===== src/rtl/cnt163_pkg.sv =====
// Shared types and constants for the cascaded 163-style counter sequencer.
// Slice mode encodings are the {e,f} control pair that each 4-bit slice decodes.
package cnt163_pkg;

  typedef enum logic [1:0] {
    ST_IDLE = 2'd0,
    ST_LOAD = 2'd1,
    ST_RUN  = 2'd2,
    ST_FIN  = 2'd3
  } state_t;

  typedef enum logic {
    GNT_LOAD = 1'b0,
    GNT_RUN  = 1'b1
  } grant_t;

  localparam logic [1:0] MODE_HOLD  = 2'b00;
  localparam logic [1:0] MODE_LOAD  = 2'b01;
  localparam logic [1:0] MODE_COUNT = 2'b11;

  localparam int SLICE_W = 4;

  function automatic logic slice_all_ones(input logic [SLICE_W-1:0] v);
    return &v;
  endfunction

endpackage


===== src/rtl/cnt163_seq_ctrl_if.sv =====
// Request/status bundle between system control and the counter sequencer.
// master = the requesting control logic, slave = the sequencer.
interface cnt163_seq_ctrl_if #(
  parameter int SLICES = 2
);
  localparam int W = 4 * SLICES;

  logic                  ld_valid;
  logic [W-1:0]          ld_data;
  logic                  ld_ready;
  logic                  run_valid;
  logic [W-1:0]          run_len;
  logic                  run_ready;
  logic                  pause;
  logic                  abort;
  logic [W-1:0]          cnt_q;
  logic                  tc;
  logic [2*SLICES-1:0]   slice_mode;
  logic                  busy;
  logic                  done;
  logic                  aborted;

  modport master (
    output ld_valid, ld_data, run_valid, run_len, pause, abort,
    input  ld_ready, run_ready, cnt_q, tc, slice_mode, busy, done, aborted
  );

  modport slave (
    input  ld_valid, ld_data, run_valid, run_len, pause, abort,
    output ld_ready, run_ready, cnt_q, tc, slice_mode, busy, done, aborted
  );

endinterface


===== src/rtl/cnt163_rr_arb.sv =====
// Two-requester round-robin arbiter (load port vs run port).
// Grants only while enabled; on contention the port not granted last wins.
module cnt163_rr_arb
  import cnt163_pkg::*;
(
  input  logic clk,
  input  logic rst,
  input  logic i_en,
  input  logic i_ld_req,
  input  logic i_run_req,
  output logic o_ld_gnt,
  output logic o_run_gnt
);

  grant_t r_last_gnt;

  always_comb begin
    o_ld_gnt  = 1'b0;
    o_run_gnt = 1'b0;
    if (i_en) begin
      if (i_ld_req && i_run_req) begin
        if (r_last_gnt == GNT_LOAD) o_run_gnt = 1'b1;
        else                        o_ld_gnt  = 1'b1;
      end else if (i_ld_req) begin
        o_ld_gnt = 1'b1;
      end else if (i_run_req) begin
        o_run_gnt = 1'b1;
      end
    end
  end

  always_ff @(posedge clk) begin
    if (rst) begin
      r_last_gnt <= GNT_LOAD;
    end else if (o_ld_gnt) begin
      r_last_gnt <= GNT_LOAD;
    end else if (o_run_gnt) begin
      r_last_gnt <= GNT_RUN;
    end
  end

endmodule


===== src/rtl/cnt163_seq_ctrl.sv =====
// Sequencer/arbiter for a cascaded 163-style counter: owns the W-bit count
// register, drives per-slice modes and carry enables, and runs bounded count runs.
module cnt163_seq_ctrl
  import cnt163_pkg::*;
#(
  parameter int SLICES = 2
) (
  input  logic               clk,
  input  logic               rst,
  cnt163_seq_ctrl_if.slave   bus
);

  localparam int W = 4 * SLICES;
  localparam logic [W-1:0] ONE = {{(W-1){1'b0}}, 1'b1};

  state_t          r_state;
  state_t          w_state_nxt;
  logic [W-1:0]    r_cnt;
  logic [W-1:0]    w_cnt_nxt;
  logic [W-1:0]    r_rem;
  logic [W-1:0]    w_rem_nxt;
  logic            r_abort;
  logic            w_abort_nxt;
  logic [1:0]      w_mode;

  logic            w_idle;
  logic            w_ld_gnt;
  logic            w_run_gnt;
  logic            w_inc;
  logic            w_carry_out;
  logic [SLICES-1:0] w_slice_en;
  logic [W-1:0]    w_cnt_inc;

  assign w_idle = (r_state == ST_IDLE);
  assign w_inc  = (r_state == ST_RUN) && !bus.abort && !bus.pause;

  cnt163_rr_arb u_arb (
    .clk       (clk),
    .rst       (rst),
    .i_en      (w_idle),
    .i_ld_req  (bus.ld_valid),
    .i_run_req (bus.run_valid),
    .o_ld_gnt  (w_ld_gnt),
    .o_run_gnt (w_run_gnt)
  );

  // Ripple carry across slices: slice k is enabled only when all lower slices are all-ones.
  always_comb begin
    logic carry;
    carry      = w_inc;
    w_slice_en = '0;
    w_cnt_inc  = r_cnt;
    for (int k = 0; k < SLICES; k++) begin
      w_slice_en[k] = carry;
      if (w_slice_en[k]) begin
        w_cnt_inc[4*k +: 4] = r_cnt[4*k +: 4] + 4'd1;
      end
      carry = carry & slice_all_ones(r_cnt[4*k +: 4]);
    end
    w_carry_out = carry;
  end

  always_comb begin
    w_state_nxt = r_state;
    w_cnt_nxt   = r_cnt;
    w_rem_nxt   = r_rem;
    w_abort_nxt = r_abort;
    w_mode      = MODE_HOLD;
    case (r_state)
      ST_IDLE: begin
        if (w_ld_gnt) begin
          w_cnt_nxt   = bus.ld_data;
          w_state_nxt = ST_LOAD;
        end else if (w_run_gnt) begin
          w_rem_nxt   = bus.run_len;
          w_abort_nxt = 1'b0;
          w_state_nxt = (bus.run_len == '0) ? ST_FIN : ST_RUN;
        end
      end
      ST_LOAD: begin
        w_mode      = MODE_LOAD;
        w_state_nxt = ST_IDLE;
      end
      ST_RUN: begin
        if (bus.abort) begin
          w_abort_nxt = 1'b1;
          w_state_nxt = ST_FIN;
        end else if (!bus.pause) begin
          w_mode    = MODE_COUNT;
          w_cnt_nxt = w_cnt_inc;
          w_rem_nxt = r_rem - ONE;
          if (r_rem == ONE) w_state_nxt = ST_FIN;
        end
      end
      ST_FIN: begin
        w_state_nxt = ST_IDLE;
      end
      default: begin
        w_state_nxt = ST_IDLE;
      end
    endcase
  end

  always_ff @(posedge clk) begin
    if (rst) begin
      r_state <= ST_IDLE;
      r_cnt   <= '0;
      r_rem   <= '0;
      r_abort <= 1'b0;
    end else begin
      r_state <= w_state_nxt;
      r_cnt   <= w_cnt_nxt;
      r_rem   <= w_rem_nxt;
      r_abort <= w_abort_nxt;
    end
  end

  assign bus.ld_ready   = w_ld_gnt;
  assign bus.run_ready  = w_run_gnt;
  assign bus.cnt_q      = r_cnt;
  assign bus.tc         = w_carry_out;
  assign bus.slice_mode = {SLICES{w_mode}};
  assign bus.busy       = !w_idle;
  assign bus.done       = (r_state == ST_FIN) && !r_abort;
  assign bus.aborted    = (r_state == ST_FIN) && r_abort;

endmodule


===== src/flat_wrapper.sv =====
// flat-port wrapper written by rule: the top's interface ports become plain ports
module cnt163_seq_ctrl_flat import cnt163_pkg::*;
#(
  parameter int SLICES = 2
)
  (clk, rst, bus_ld_valid, bus_ld_data, bus_run_valid, bus_run_len, bus_pause, bus_abort, bus_ld_ready, bus_run_ready, bus_cnt_q, bus_tc, bus_slice_mode, bus_busy, bus_done, bus_aborted);
  cnt163_seq_ctrl_if #(.SLICES(SLICES)) bus_i ();
  input  logic clk;
  input  logic rst;
  input wire logic [$bits(bus_i.ld_valid)-1:0] bus_ld_valid;
  input wire logic [$bits(bus_i.ld_data)-1:0] bus_ld_data;
  input wire logic [$bits(bus_i.run_valid)-1:0] bus_run_valid;
  input wire logic [$bits(bus_i.run_len)-1:0] bus_run_len;
  input wire logic [$bits(bus_i.pause)-1:0] bus_pause;
  input wire logic [$bits(bus_i.abort)-1:0] bus_abort;
  output wire logic [$bits(bus_i.ld_ready)-1:0] bus_ld_ready;
  output wire logic [$bits(bus_i.run_ready)-1:0] bus_run_ready;
  output wire logic [$bits(bus_i.cnt_q)-1:0] bus_cnt_q;
  output wire logic [$bits(bus_i.tc)-1:0] bus_tc;
  output wire logic [$bits(bus_i.slice_mode)-1:0] bus_slice_mode;
  output wire logic [$bits(bus_i.busy)-1:0] bus_busy;
  output wire logic [$bits(bus_i.done)-1:0] bus_done;
  output wire logic [$bits(bus_i.aborted)-1:0] bus_aborted;
  assign bus_i.ld_valid = bus_ld_valid;
  assign bus_i.ld_data = bus_ld_data;
  assign bus_i.run_valid = bus_run_valid;
  assign bus_i.run_len = bus_run_len;
  assign bus_i.pause = bus_pause;
  assign bus_i.abort = bus_abort;
  assign bus_ld_ready = bus_i.ld_ready;
  assign bus_run_ready = bus_i.run_ready;
  assign bus_cnt_q = bus_i.cnt_q;
  assign bus_tc = bus_i.tc;
  assign bus_slice_mode = bus_i.slice_mode;
  assign bus_busy = bus_i.busy;
  assign bus_done = bus_i.done;
  assign bus_aborted = bus_i.aborted;
  cnt163_seq_ctrl #(.SLICES(SLICES)) u_core (.clk(clk), .rst(rst), .bus(bus_i));
endmodule

===== config.mk =====
export PLATFORM = sky130hd
export DESIGN_NAME = cnt163_seq_ctrl_flat
export DESIGN_NICKNAME = d
export VERILOG_FILES = /design/src/rtl/cnt163_pkg.sv /design/src/rtl/cnt163_seq_ctrl_if.sv /design/src/rtl/cnt163_rr_arb.sv /design/src/rtl/cnt163_seq_ctrl.sv /design/src/flat_wrapper.sv
export SDC_FILE = /design/constraint.sdc
export NUM_CORES = 1
export LEC_CHECK = 0
export ABC_AREA = 1
export BUFFER_PORTS_ARGS = -buffer_cell sky130_fd_sc_hd__buf_2
export CAP_MARGIN = 5
export CORE_MARGIN = 5
export CORE_UTILIZATION = 38
export DETAILED_ROUTE_END_ITERATION = 7
export GPL_TIMING_DRIVEN = 0
export HOLD_SLACK_MARGIN = 0.1
export PLACE_DENSITY_LB_ADDON = 0.1
export SLEW_MARGIN = 10
export SYNTH_ARGS = -nofsm -noshare
export SYNTH_HDL_FRONTEND = slang
export SYNTH_HIERARCHICAL = 1
export SYNTH_SLANG_ARGS = --single-unit

===== constraint.sdc =====
create_clock -name clk -period 4.9 [get_ports clk]
set_input_delay 0.98 -clock clk [delete_from_list [all_inputs] [get_ports clk]]
set_output_delay 0.98 -clock clk [all_outputs]
set_load 0.01 [all_outputs]

==> impl_results.md, run 1 <==
- Pre-antenna DRT Iters: 4
- Max-cap viol count: 0
- Critical Path RT: 3920 ps
- Die Span X: 72.5 µm
- Largest net degree at the start of global routing: 12
- Commonest cells after routing, fill and taps aside: 61 x nand2_1, 42 x buf_2, 38 x nor2_1, 30 x inv_1, 20 x dfxtp_1
- Core Rows: 22
- Slowest Stage Delay on Critical Path: 360 ps
- Antenna viol nets, final: 0
- Static leakage: 0.945 nW
- Final setup fails: 0
- # clock sinks: 20
- Final hold violation count: 0
- Complex-gate fraction of the synthesized area: 0.170
- Via count: 1535
- Clock skew: between 1.5 and 2 ps
- Synth Instances: 239
- Reg2Reg Capture Point: u_core/bus.cnt_q[4]
- CP max stage cell: dfxtp_1
- Power Density: 629 mW/mm²
- Flop2flop setup slack: 2950 ps
- Maximum clock rate: 361 MHz
- Area occupied by multi-input gates: around 900 µm²
- Setup crit start kind: flop
- Post-synth EDFFs: 0
- Worst r2r src: u_core/r_state[0]
- N_diodes: 0
- CP most frequent cell: inv_1
- Worst-path clk slew: 80 ps
- Root Buffer: clkbuf_8
- GP Congestion: 0.874
- Worst slew pin tran: 588 ps
- Fin area: 0.00179 mm²
- Clock Latency Late Sink: 250 ps
- Relative slew margins: 0.608
- DIE AREA: ~0.0053 mm²
- Yosys reg bits: 20
- Number of distinct library cells after synthesis: 31
- CTS tree: built
- Grt ovf: 0
- Top_reg_cell synth: dfxtp_1
- Reg2Reg Depth: 12
- Syn-to-layout area delta: 20.9%
- Post-DR wirelength/cell: 11.4 µm
- Vias in the first global route: roughly 1500
- DRT iter0 DRCs: 64
- Power consumption: about 0.0011 W
- DRC viols: 0
- Fin nets: 313
- CP endpoint kind: output pin
- Initial Util: 0.399
- First-pass GRT wire length: approximately 6.4 mm
- FILL cells: 433
- Synth Area per Inst: 6.21 µm²
- Tot GR Track Use: 0.152
- Share of layout cells above drive strength 1: 0.234
- Crit-path max FO: 10
- Ys Warns: 6
- Register area: approximately 400 µm²
- Simple-Gate Fraction of Synth Area: 0.363
- Mapped cell area: 0.00148 mm²
- DR vias/cell: 4.65
- Core area: roughly 0.0037 mm²
- Crit path time final: around 2800 ps
- Antenna violations before repair: 0
- Max-slew violations: 0
- Post-CTS setup buffers: 0
- Post-CTS sizing: 0
- DP HPWL: 2.95 mm
- Die Y: approximately 72 µm
- Adder-cell share of the synthesized area: 0.0675
- Worst path cell trace: inv_1, ha_1, buf_6, inv_4, nor2_4, nand2_2, inv_1, o21a_1, buf_4, buf_2
- Largest family of logic cells by synthesized area: simple AND/OR/NAND/NOR gates
- IO Pins: 40
- WS Path Type: reg2out
- Maximum VDD drop: 0.273 mV
- Number of port buffers: 39
- # H-tree levels: 1
- Seq/Total Area, Yosys: 0.270
- Wirelength, routed: 3.75 mm
- Worst min-delay path class: reg2reg
- Worst Hold Depth: 2
- Hold Crit Start: u_core/r_abort
- CP arrival: 1790 ps
- Post-Syn Nets: 269
- CTS Hold Bufs: 0
- Hold worst-path end: u_core/r_abort
- Post-synthesis xor/xnor area fraction: 0.00590
- Async S/R FF share, synth: 0
- Outcome: finished, final reports clean
- CTS buffer count: 3
- Final period util: 0.566
- Commonest non-fill, non-tap cell in the layout: nand2_1
- Mux contribution to synthesized area: 0
- RSZ-0062 raised after global routing: no
- Clock Path Buffers: 2
- Area of placed instances: 0.00174 mm²
- Setup TNS: 0 ps
## critical path, delay by kind of cell (launching register included)
kind	cells	cell delay [ps]
adder cells (fa/ha/maj)	1	210
flip-flops	1	360
buffers and inverters	6	640
AO/OA/AOI/OAI	1	180
AND/OR/NAND/NOR	2	130
## state kept, by name, summed over array words and instances (netlist names)
signal / flops
u_core/r_rem: 8
u_core/bus.cnt_q: 8
u_core/u_arb/r_last_gnt: 1
u_core/r_abort: 1
u_core/r_state: 2
## metrics by stage
stage | instances | util | hold slack (ps) | setup WS [ps]
after global routing | 330 | 0.483 | 517 | 2010
after global placement | 326 | 0.468 | 459 | 2170
final | 330 | 0.483 | 466 | 2130
after CTS | 330 | 0.483 | 474 | 2110
after detailed placement | 326 | 0.468 | 461 | 2170
after floorplan | 239 | - | 438 | 2330
## layer usage
layer | vias to the layer above | share of wire | GRT usage
met1 | 674 | 0.46 | 0.193
li1 | 834 | - | -
met5 | - | 0 | 0
met2 | 25 | 0.49 | 0.271
met4 | 0 | 0.0053 | 0.0307
met3 | 2 | 0.047 | 0.0235
## how the worst max path moves through the flow
| stage | to | start |
|---|---|---|
| after floorplan | bus_slice_mode[2] | bus_abort |
| after global placement | bus_slice_mode[2] | bus_abort |
| after detailed placement | bus_slice_mode[2] | bus_abort |
| after CTS | bus_slice_mode[2] | u_core/r_state[0] |
| after global routing | bus_slice_mode[2] | u_core/r_state[0] |
| final | bus_slice_mode[2] | u_core/r_state[0] |
## power by group
part / total [W] / switching [W] / internal, W / leakage (nW)
clock: 0.000127 / 0.0000554 / 0.0000714 / 0.0288
combinational: 0.000695 / 0.000431 / 0.000264 / 0.752
sequential: 0.000306 / 0.0000714 / 0.000234 / 0.165
total: 0.00113 / 0.000558 / 0.000570 / 0.945
## cell type report
class / instances / area share
plain buffers: 9 / 0.0335
clock buffers: 4 / 0.0307
inverters: 32 / 0.0683
multi-input cells: 178 / 0.502
flip-flops and latches: 20 / 0.223
well taps: 48 / 0.0335
repair buffers: 39 / 0.109
## cell usage after synthesis (2+ instances only)
master / instances / share of area
o21a_1: 2 / 0.010
buf_6: 2 / 0.015
o21ai_1: 3 / 0.010
inv_1: 30 / 0.076
buf_2: 3 / 0.010
nor2_2: 5 / 0.021
nand2_1: 61 / 0.15
ha_1: 8 / 0.067
a21oi_1: 14 / 0.047
buf_4: 2 / 0.010
nand4_1: 2 / 0.0084
nand3_1: 13 / 0.044
dfxtp_1: 20 / 0.27
clkbuf_1: 2 / 0.0051
nor2_1: 38 / 0.096
o21ai_0: 17 / 0.057
a21oi_2: 2 / 0.012
nor2_4: 2 / 0.015
## kinds of logic after synthesis
logic type | after synthesis
AO/OA/AOI/OAI | 43
adder cells (fa/ha/maj) | 8
flip-flops | 20
AND/OR/NAND/NOR | 126
buffers and inverters | 41
XOR/XNOR | 1
Power figures use the tool's default switching activity.
==> run 2, diff against run 1 <==
- clock period: 4.9 -> 2.22 ns (I/O delays scaled with it)
==> run 2 against run 1 <==
Effect of this change: global-route usage stayed put; cell count is 0.61% higher; register-to-register slack worse by 2700 ps; largest cell class unchanged; highest routed layer unchanged; critical path type unchanged; combinational power is 120% higher; largest power group unchanged; hold slack worse by 20 ps; via count is 1.2% higher; utilization is 0.64 points higher; worst setup slack worse by 2000 ps; critical endpoint unchanged; critical path depth stayed put; count of clock-buffer cells in the layout stayed put.
==> impl_results.md, run 2 (synthesis gave the netlist of run 1 again) <==
- DRT iter0 DRCs: 79 (was 64)
- # H-tree levels: 1 (unchanged)
- IO Pins: 40 (unchanged)
- WS Path Type: reg2out (unchanged)
- DIE AREA: 0.00525 mm² (unchanged)
- Fin nets: 315 (was 313)
- Final setup fails: 0 (unchanged)
- Flop2flop setup slack: 280 ps (was 2950 ps)
- Hold worst-path end: u_core/u_arb/r_last_gnt (was u_core/r_abort)
- Crit path time final: 2120 ps
- Worst min-delay path class: in2reg (was reg2reg)
- Clock skew: 4.34 ps (was 1.62 ps)
- Highest routed layer: met4 (unchanged)
- Setup TNS: 0 ps (unchanged)
- Maximum VDD drop: 0.608 mV (was 0.273 mV)
- Hold Crit Start: rst (was u_core/r_abort)
- RSZ-0062 raised after global routing: no (unchanged)
- CTS buffer count: 3 (unchanged)
- Vias in the first global route: 1461 (unchanged)
- Die Span X: 72.5 µm (unchanged)
- Met3 WL post-DR: 157 µm (was 178 µm)
- Worst Hold Depth: 4 (was 2)
- Pre-CTS WS: 263 ps (was 2170 ps)
- Reg2Reg Depth: 12 (unchanged)
- Max-cap viol count: 0 (unchanged)
- Power consumption: 0.00252 W (was 0.00113 W)
- Relative slew margins: 0.610 (was 0.608)
- Final Non-Filler Cells: 332 (was 330)
- Share of layout cells above drive strength 1: 0.243 (was 0.234)
- Outcome: finished, final reports clean (unchanged)
- N_diodes: 0 (unchanged)
- Final hold violation count: 0 (unchanged)
- CP endpoint kind: output pin (unchanged)
- Tot GR Track Use: 0.152 (unchanged)
- GP Congestion: 0.874 (unchanged)
- Worst setup margin: 101 ps (was 2130 ps)
- Worst path cell trace: inv_1, ha_1, buf_6, inv_6, nor2_4, nand2_4, inv_1, o21a_1, buf_4, buf_2 (was inv_1, ha_1, buf_6, inv_4, nor2_4, nand2_2, inv_1, o21a_1, buf_4, buf_2)
- # clock sinks: 20 (unchanged)
- Worst slew pin tran: 585 ps (was 588 ps)
- Root Buffer: clkbuf_8 (unchanged)
- Post-DR wirelength/cell: 11.4 µm (about the same)
- First-pass GRT wire length: 6.44 mm (unchanged)
- Core area: 0.00372 mm² (unchanged)
- Syn-to-layout area delta: 22.5% (was 20.9%)
- Reg2Reg Capture Point: u_core/bus.cnt_q[5] (was u_core/bus.cnt_q[4])
- Antenna violations before repair: 0 (unchanged)
- Commonest non-fill, non-tap cell in the layout: nand2_1 (unchanged)
- Final period util: 0.955
- Wirelength, routed: 3.79 mm (was 3.75 mm)
- Worst r2r src: u_core/r_state[0] (unchanged)
- Setup crit start kind: flop (unchanged)
- Via count: 1554 (was 1535)
- Core Rows: 22 (unchanged)
- Critical Path RT: 1780 ps (was 3920 ps)
- Maximum clock rate: 472 MHz
- Power Density: 1390 mW/mm² (was 629 mW/mm²)
- Metal1 wirelength: 1.75 mm (was 1.72 mm)
- Largest net degree at the start of global routing: 12 (unchanged)
- DRC viols: 0 (unchanged)
- Crit-path max FO: 5 (was 10)
- Static leakage: 0.965 nW (was 0.945 nW)
- Number of port buffers: 39 (unchanged)
- Grt ovf: 0 (unchanged)
- Antenna viol nets, final: 0 (unchanged)
- Clock Path Buffers: 2 (unchanged)
- WL met2: 1.86 mm (was 1.84 mm)
- Placed cells: 326 (unchanged)
- Hold WS: 446 ps (was 466 ps)
- CP most frequent cell: inv_1 (unchanged)
- Clock Latency Late Sink: 260 ps (was 250 ps)
- CTS Hold Bufs: 0 (unchanged)
- Die Y: 72.5 µm (unchanged)
- Initial Util: 0.399 (unchanged)
- DP HPWL: 2.95 mm (unchanged)
- Slowest Stage Delay on Critical Path: 350 ps (was 360 ps)
- CP max stage cell: dfxtp_2 (was dfxtp_1)
- CP arrival: 1680 ps (was 1790 ps)
- Pre-antenna DRT Iters: 4 (unchanged)
- Max-slew violations: 0 (unchanged)
- CTS tree: built (unchanged)
- DR vias/cell: 4.68 (was 4.65)
- Worst-path clk slew: 80 ps (about the same)
- Commonest cells after routing, fill and taps aside: 61 x nand2_1, 42 x buf_2, 38 x nor2_1, 30 x inv_1, 19 x dfxtp_1 (was 61 x nand2_1, 42 x buf_2, 38 x nor2_1, 30 x inv_1, 20 x dfxtp_1)
-- run 2: worst max-delay path, delay by kind of cell (launching register included) --
family | cells | cell delay (ps)
compound gates | 1 | 170
fa+ha+maj | 1 | 210
buf+inv | 6 | 580
flops | 1 | 350
simple gates | 2 | 110
-- run 2: final cells by class --
cell class	instances	area (µm²)
Multi-Input combinational cell	178	906
Inverter	32	125
Fill cell	431	1900
Sequential cell	20	402
Clock buffer	4	55.1
Timing Repair Buffer	41	210
Buffer	9	60.1
Tap cell	48	60.1
-- run 2: power breakdown --
part / leakage, nW / internal, W / switching [W] / total, W
Combinational: 0.771 / 0.000601 / 0.000959 / 0.00156
Clock: 0.0288 / 0.000158 / 0.000126 / 0.000284
Sequential: 0.165 / 0.000519 / 0.000156 / 0.000675
Total: 0.965 / 0.00128 / 0.00124 / 0.00252
-- run 2: worst max-delay path by stage --
stage | start | to | slack, ps
after floorplan | u_core/r_state[0] | bus_slice_mode[2] | 410
after global placement | u_core/r_state[0] | bus_slice_mode[2] | 270
after detailed placement | u_core/r_state[0] | bus_slice_mode[2] | 260
after CTS | u_core/r_state[0] | bus_slice_mode[2] | 2
after global routing | u_core/r_state[0] | bus_slice_mode[2] | 7
final | u_core/r_state[0] | bus_slice_mode[2] | 100
-- run 2: metrics by stage --
| step | cell area, µm² | util |
|---|---|---|
| after floorplan | 1480 | - |
| after global placement | 1740 | 0.468 |
| after detailed placement | 1740 | 0.468 |
| after CTS | 1800 | 0.483 |
| after global routing | 1820 | 0.489 |
| final | 1820 | 0.489 |
-- run 2: what timing repair did --
item,4_1_cts,5_1_grt
pin swaps,0,0
resized for setup,1,2
setup endpoints to repair,1,2
setup buffers,0,2
-- run 2: layer usage --
metal,vias to the layer above,global-route usage
met5,-,0
met4,0,0.0307
met3,2,0.0235
met2,28,0.271
met1,686,0.193
li1,838,-
